$ cat config.mk
export PLATFORM = sky130hd
export DESIGN_NAME = writeback_ctrl
export DESIGN_NICKNAME = d
export VERILOG_FILES = /design/src/rtl/writeback_ctrl.sv
export SDC_FILE = /design/constraint.sdc
export NUM_CORES = 1
export LEC_CHECK = 0
export ABC_AREA = 1
export BUFFER_PORTS_ARGS = -buffer_cell sky130_fd_sc_hd__buf_4
export CAP_MARGIN = 20
export CORE_UTILIZATION = 53
export DETAILED_ROUTE_END_ITERATION = 8
export MAX_ROUTING_LAYER = met4
export PLACE_DENSITY = 0.82
export SLEW_MARGIN = 20
export SYNTH_ARGS = -nofsm -noshare
export SYNTH_HDL_FRONTEND = slang
export SYNTH_SLANG_ARGS = --single-unit
$ cat constraint.sdc
create_clock -name clk -period 1.4 [get_ports clk]
set_input_delay 0.07 -clock clk [delete_from_list [all_inputs] [get_ports clk]]
set_output_delay 0.07 -clock clk [all_outputs]
set_load 0.005 [all_outputs]
$ cat src/rtl/writeback_ctrl.sv
// Writeback sequencer: turns ALU, load and register-move requests into register-file
// write strobes, holding upstream off while a load waits for data memory.
module writeback_ctrl #(
  parameter int DataSize       = 32,
  parameter int AddrSize       = 5,
  parameter int TimeoutCycles  = 15,
  parameter int ZeroRegProtect = 1
) (
  input  logic                clk,
  input  logic                rst,
  input  logic                wb_valid,
  input  logic [1:0]          wb_type,
  input  logic [AddrSize-1:0] wb_dest,
  input  logic                dm_ready,
  input  logic                flush,
  output logic [1:0]          writeback_select,
  output logic                reg_write,
  output logic [AddrSize-1:0] write_addr,
  output logic                stall,
  output logic                load_timeout
);

  localparam logic [1:0] WB_ALU  = 2'b00;
  localparam logic [1:0] WB_LOAD = 2'b01;
  localparam logic [1:0] WB_MOVE = 2'b10;

  // An out-of-range parameter set degrades to a one-cycle load timeout.
  localparam bit ParamsOk = (DataSize > 0) && (TimeoutCycles >= 1) && (TimeoutCycles <= 255);
  localparam logic [7:0] TmoLast = ParamsOk ? 8'(TimeoutCycles - 1) : 8'd0;

  typedef enum logic {
    IDLE    = 1'b0,
    WAIT_DM = 1'b1
  } state_e;

  state_e                state_q, state_d;
  logic [7:0]            cnt_q, cnt_d;
  logic [AddrSize-1:0]   dest_q, dest_d;
  logic                  we_q, we_d;
  logic [1:0]            sel_q, sel_d;
  logic [AddrSize-1:0]   addr_q, addr_d;
  logic                  tmo_q, tmo_d;

  function automatic logic write_allowed(input logic [AddrSize-1:0] dest);
    return !((ZeroRegProtect != 0) && (dest == '0));
  endfunction

  always_ff @(posedge clk or negedge rst) begin
    if (!rst) begin
      state_q <= IDLE;
      cnt_q   <= '0;
      dest_q  <= '0;
      we_q    <= 1'b0;
      sel_q   <= WB_ALU;
      addr_q  <= '0;
      tmo_q   <= 1'b0;
    end else begin
      state_q <= state_d;
      cnt_q   <= cnt_d;
      dest_q  <= dest_d;
      we_q    <= we_d;
      sel_q   <= sel_d;
      addr_q  <= addr_d;
      tmo_q   <= tmo_d;
    end
  end

  always_comb begin
    state_d = state_q;
    cnt_d   = cnt_q;
    dest_d  = dest_q;
    we_d    = 1'b0;
    sel_d   = WB_ALU;
    addr_d  = addr_q;
    tmo_d   = 1'b0;

    if (flush) begin
      state_d = IDLE;
      cnt_d   = '0;
    end else begin
      unique case (state_q)
        IDLE: begin
          if (wb_valid) begin
            unique case (wb_type)
              WB_ALU, WB_MOVE: begin
                // Suppressed writes to r0 still present their select and address.
                we_d   = write_allowed(wb_dest);
                sel_d  = wb_type;
                addr_d = wb_dest;
              end
              WB_LOAD: begin
                dest_d  = wb_dest;
                cnt_d   = '0;
                state_d = WAIT_DM;
              end
              default: ;
            endcase
          end
        end
        WAIT_DM: begin
          if (dm_ready) begin
            we_d    = write_allowed(dest_q);
            sel_d   = WB_LOAD;
            addr_d  = dest_q;
            cnt_d   = '0;
            state_d = IDLE;
          end else if (cnt_q == TmoLast) begin
            tmo_d   = 1'b1;
            cnt_d   = '0;
            state_d = IDLE;
          end else begin
            cnt_d = cnt_q + 8'd1;
          end
        end
        default: state_d = IDLE;
      endcase
    end
  end

  assign stall            = (state_q == WAIT_DM);
  assign reg_write        = we_q;
  assign writeback_select = sel_q;
  assign write_addr       = addr_q;
  assign load_timeout     = tmo_q;

endmodule

==> reports/qor.txt <==
Outcome: complete, no violations
Seq pwr share: 0.595
Mean Syn Cell Area: 8.16 µm²
Adder-cell share of the synthesized area: 0.0227
Crit-path cells: inv_1 > ha_1 > nand3_1 > o21ai_2 > buf_4 > o21ai_0
Total track usage: 0.220
CORE AREA: 0.00196 mm²
Syn Std Cell Area: 0.00110 mm²
Final Cell Area: 0.00134 mm²
Die area: 0.00226 mm²
Util after Layout: 0.684
Synth Warn #: 0
Die W: 47.6 µm
TritonCTS clock tree: built
Avg Vias per Cell: 5.13
Largest family of logic cells by synthesized area: simple AND/OR/NAND/NOR gates
Library cells used by synthesis: 19
Clock network power share: 0.234
Clk slew on worst S/H paths: 0.12 ns
Synth Area in XOR/XNOR: 0.0159
Fmax: 765 MHz
Final hold vios: 0
WS Path Type: flip-flop to flip-flop
I/O pin cnt: 22
Hold EP: load_timeout
Tcrit/Tclk final: 0.934
Area of the multi-input gates: 455 µm²
Hold Path Class: input port to flip-flop
Cts bufs inserted: 3
Worst vdd ir: 0.000594 V
Post-synthesis mux area share: 0
# nets final: 177
Fillers: 172
DRC Markers: 0
Initial antenna violation count: 0
Synth-to-Final Area Change: 21.8%
Crit end category: flip-flop
WL per Instance: 12.0 µm
CP arrival: 1.50 ns
Largest stage delay, worst path: 0.43 ns
Die H: 47.6 µm
Worst Path Max Fanout: 4
Final setup viols: 0
Mapped Cells: 135
Flops & latches, synth: 23
Final TNS setup: 0 ns
Router iterations before antenna repair: 4
Switching power total: 345 µW
Register area: 576 µm²
Worst r2r src: cnt_q[0]
GRT overflow: 0
First-pass GRT wire length: 3.31 mm
Combinational power share: 0.172
Hold path cells: 4
Starting DRC count in detailed routing: 28
Slew @ Worst Pin: 0.288 ns
PostCTS Resize Cnt: 0
CP startpoint kind: flip-flop
# H-tree levels: 1
Placed instance area: 0.00130 mm²
Share of cells above drive strength 1: 0.210
DP HPWL: 1.65 mm
DRT antenna net count: 0
Worst hold margin: 0.00993 ns
Worst EP required: 1.59 ns
CTS sink count: 23
Syn Nets: 149
Clock skew: 0.000971 ns
Detailed Route WL: 2.27 mm
Clock Tree Root: clkbuf_4
Final Max Slew Viols: 0
Clk Latency, worst-skew pair: 0.30 ns
Endpoint of the worst register-to-register path: cnt_q[1]
Initial Util: 0.561
Reg2Reg Setup Slack: 0.09 ns
Internal power: 948 µW
IO Port Bufs: 21
Sw frac: 0.267
Rel. slew slack: 0.808
PD cells: 964 mW/mm²
CP max-delay cell: dfrtp_1
Diode count: 0
Synth Area in Simple Gates: 0.276
Gp weighted congestion: 0.822
Max cap viols: 0
Final worst path period need: 1.31 ns
Largest net degree at the start of global routing: 24
Max Root-Sink Buffers: 2
Sequential fraction of the synthesis area: 0.523
Vias: 969
Worst r2r path cells: 6
Leakage power figure: 0.679 nW
Compound-cell area share of the yosys netlist: 0.0989
Hold_sp: dm_ready
Number of global-route vias before repair: 806
Row cnt: 16
[layout by cell type (no fill, tap or decap), drive strengths merged]
cell type	count
buf	24
a21oi	11
nand3	8
nor2	28
dfrtp	23
o21ai	10
ha	2
nand3b	2
nand2	26
dlygate4sd3	1
nor3	2
inv	16
xor2	2
nand4	3
clkbuf	4
[power groups by stage]
| stage | registers (mW) | clock network [mW] | logic [mW] |
|---|---|---|---|
| detailed placement | 0.781 | 0 | 0.220 |
| global placement | 0.779 | 0 | 0.211 |
| global route | 0.777 | 0.332 | 0.252 |
| floorplan | 0.777 | 0 | 0.0997 |
| CTS | 0.770 | 0.309 | 0.224 |
| finish | 0.769 | 0.302 | 0.222 |
[logic make-up after synthesis]
kind of cell,count (synthesis)
buffers and inverters,18
AOI/OAI and AO/OA,21
and+or+nand+nor,69
adders and majority gates,2
xor gates and xnor gates,2
DFF,23
[metrics by stage]
step	cells	setup slack, ns	power, mW
final	189	0.0922	1.29
after global routing	189	-0.00351	1.36
after CTS	188	0.0463	1.30
after detailed placement	183	0.0644	1.00
after global placement	183	0.149	0.990
after floorplan	135	0.206	0.876
[layer usage]
layer / track usage / up-vias / routed length, µm
li1: - / 489 / -
met1: 0.262 / 443 / 1020
met2: 0.375 / 33 / 1120
met3: 0.0491 / 4 / 110
met4: 0.0611 / 0 / 22
met5: - / - / 0
[flip-flops by register name (all words and copies together), names as in the netlist]
signal and flops:
cnt_q 8, stall 1, write_addr 5, reg_write 1
writeback_select 2, load_timeout 1, dest_q 5
[Yosys cell counts]
library cell,count,area share
a21oi_1,11,0.050
buf_2,2,0.0091
dfrtp_1,23,0.52
ha_1,2,0.023
inv_1,15,0.051
inv_2,1,0.0034
nand2_1,23,0.078
nand2_2,3,0.017
nand3_1,8,0.036
nand3b_1,2,0.014
nand4_1,3,0.017
nor2_1,26,0.089
nor2_2,1,0.0057
nor2_4,1,0.010
nor3_1,2,0.0091
o21ai_0,8,0.036
o21ai_1,1,0.0045
o21ai_2,1,0.0080
xor2_1,2,0.016
[worst max-delay path: cells and delay by family (launching register included)]
family,cells,cell delay [ns]
and+or+nand+nor,1,0.11
DFF,1,0.43
adders and majority gates,1,0.15
buffers and inverters,2,0.25
AOI/OAI and AO/OA,2,0.26
[worst max path at each step]
stage / from / slack [ns] / endpoint
floorplan: cnt_q[0] / 0.21 / cnt_q[2]
global placement: cnt_q[0] / 0.15 / cnt_q[5]
detailed placement: cnt_q[0] / 0.06 / cnt_q[3]
CTS: cnt_q[0] / 0.05 / cnt_q[3]
global route: cnt_q[0] / -0.004 / cnt_q[1]
finish: cnt_q[0] / 0.09 / cnt_q[1]
[repair_timing]
item | in CTS | in global routing
endpoints found under the hold margin | 23 | 0
buffers inserted | 0 | 1
setup endpoints to repair | 0 | 6
hold buffers | 1 | 0
[area by class of cell]
class | instances | share of cell area
tap | 27 | 0.0252
sequential | 23 | 0.429
timing repair buffer | 25 | 0.142
clock buffer | 4 | 0.0196
inverter | 16 | 0.0448
multi-input combinational | 94 | 0.340
Power figures use the tool's default switching activity.
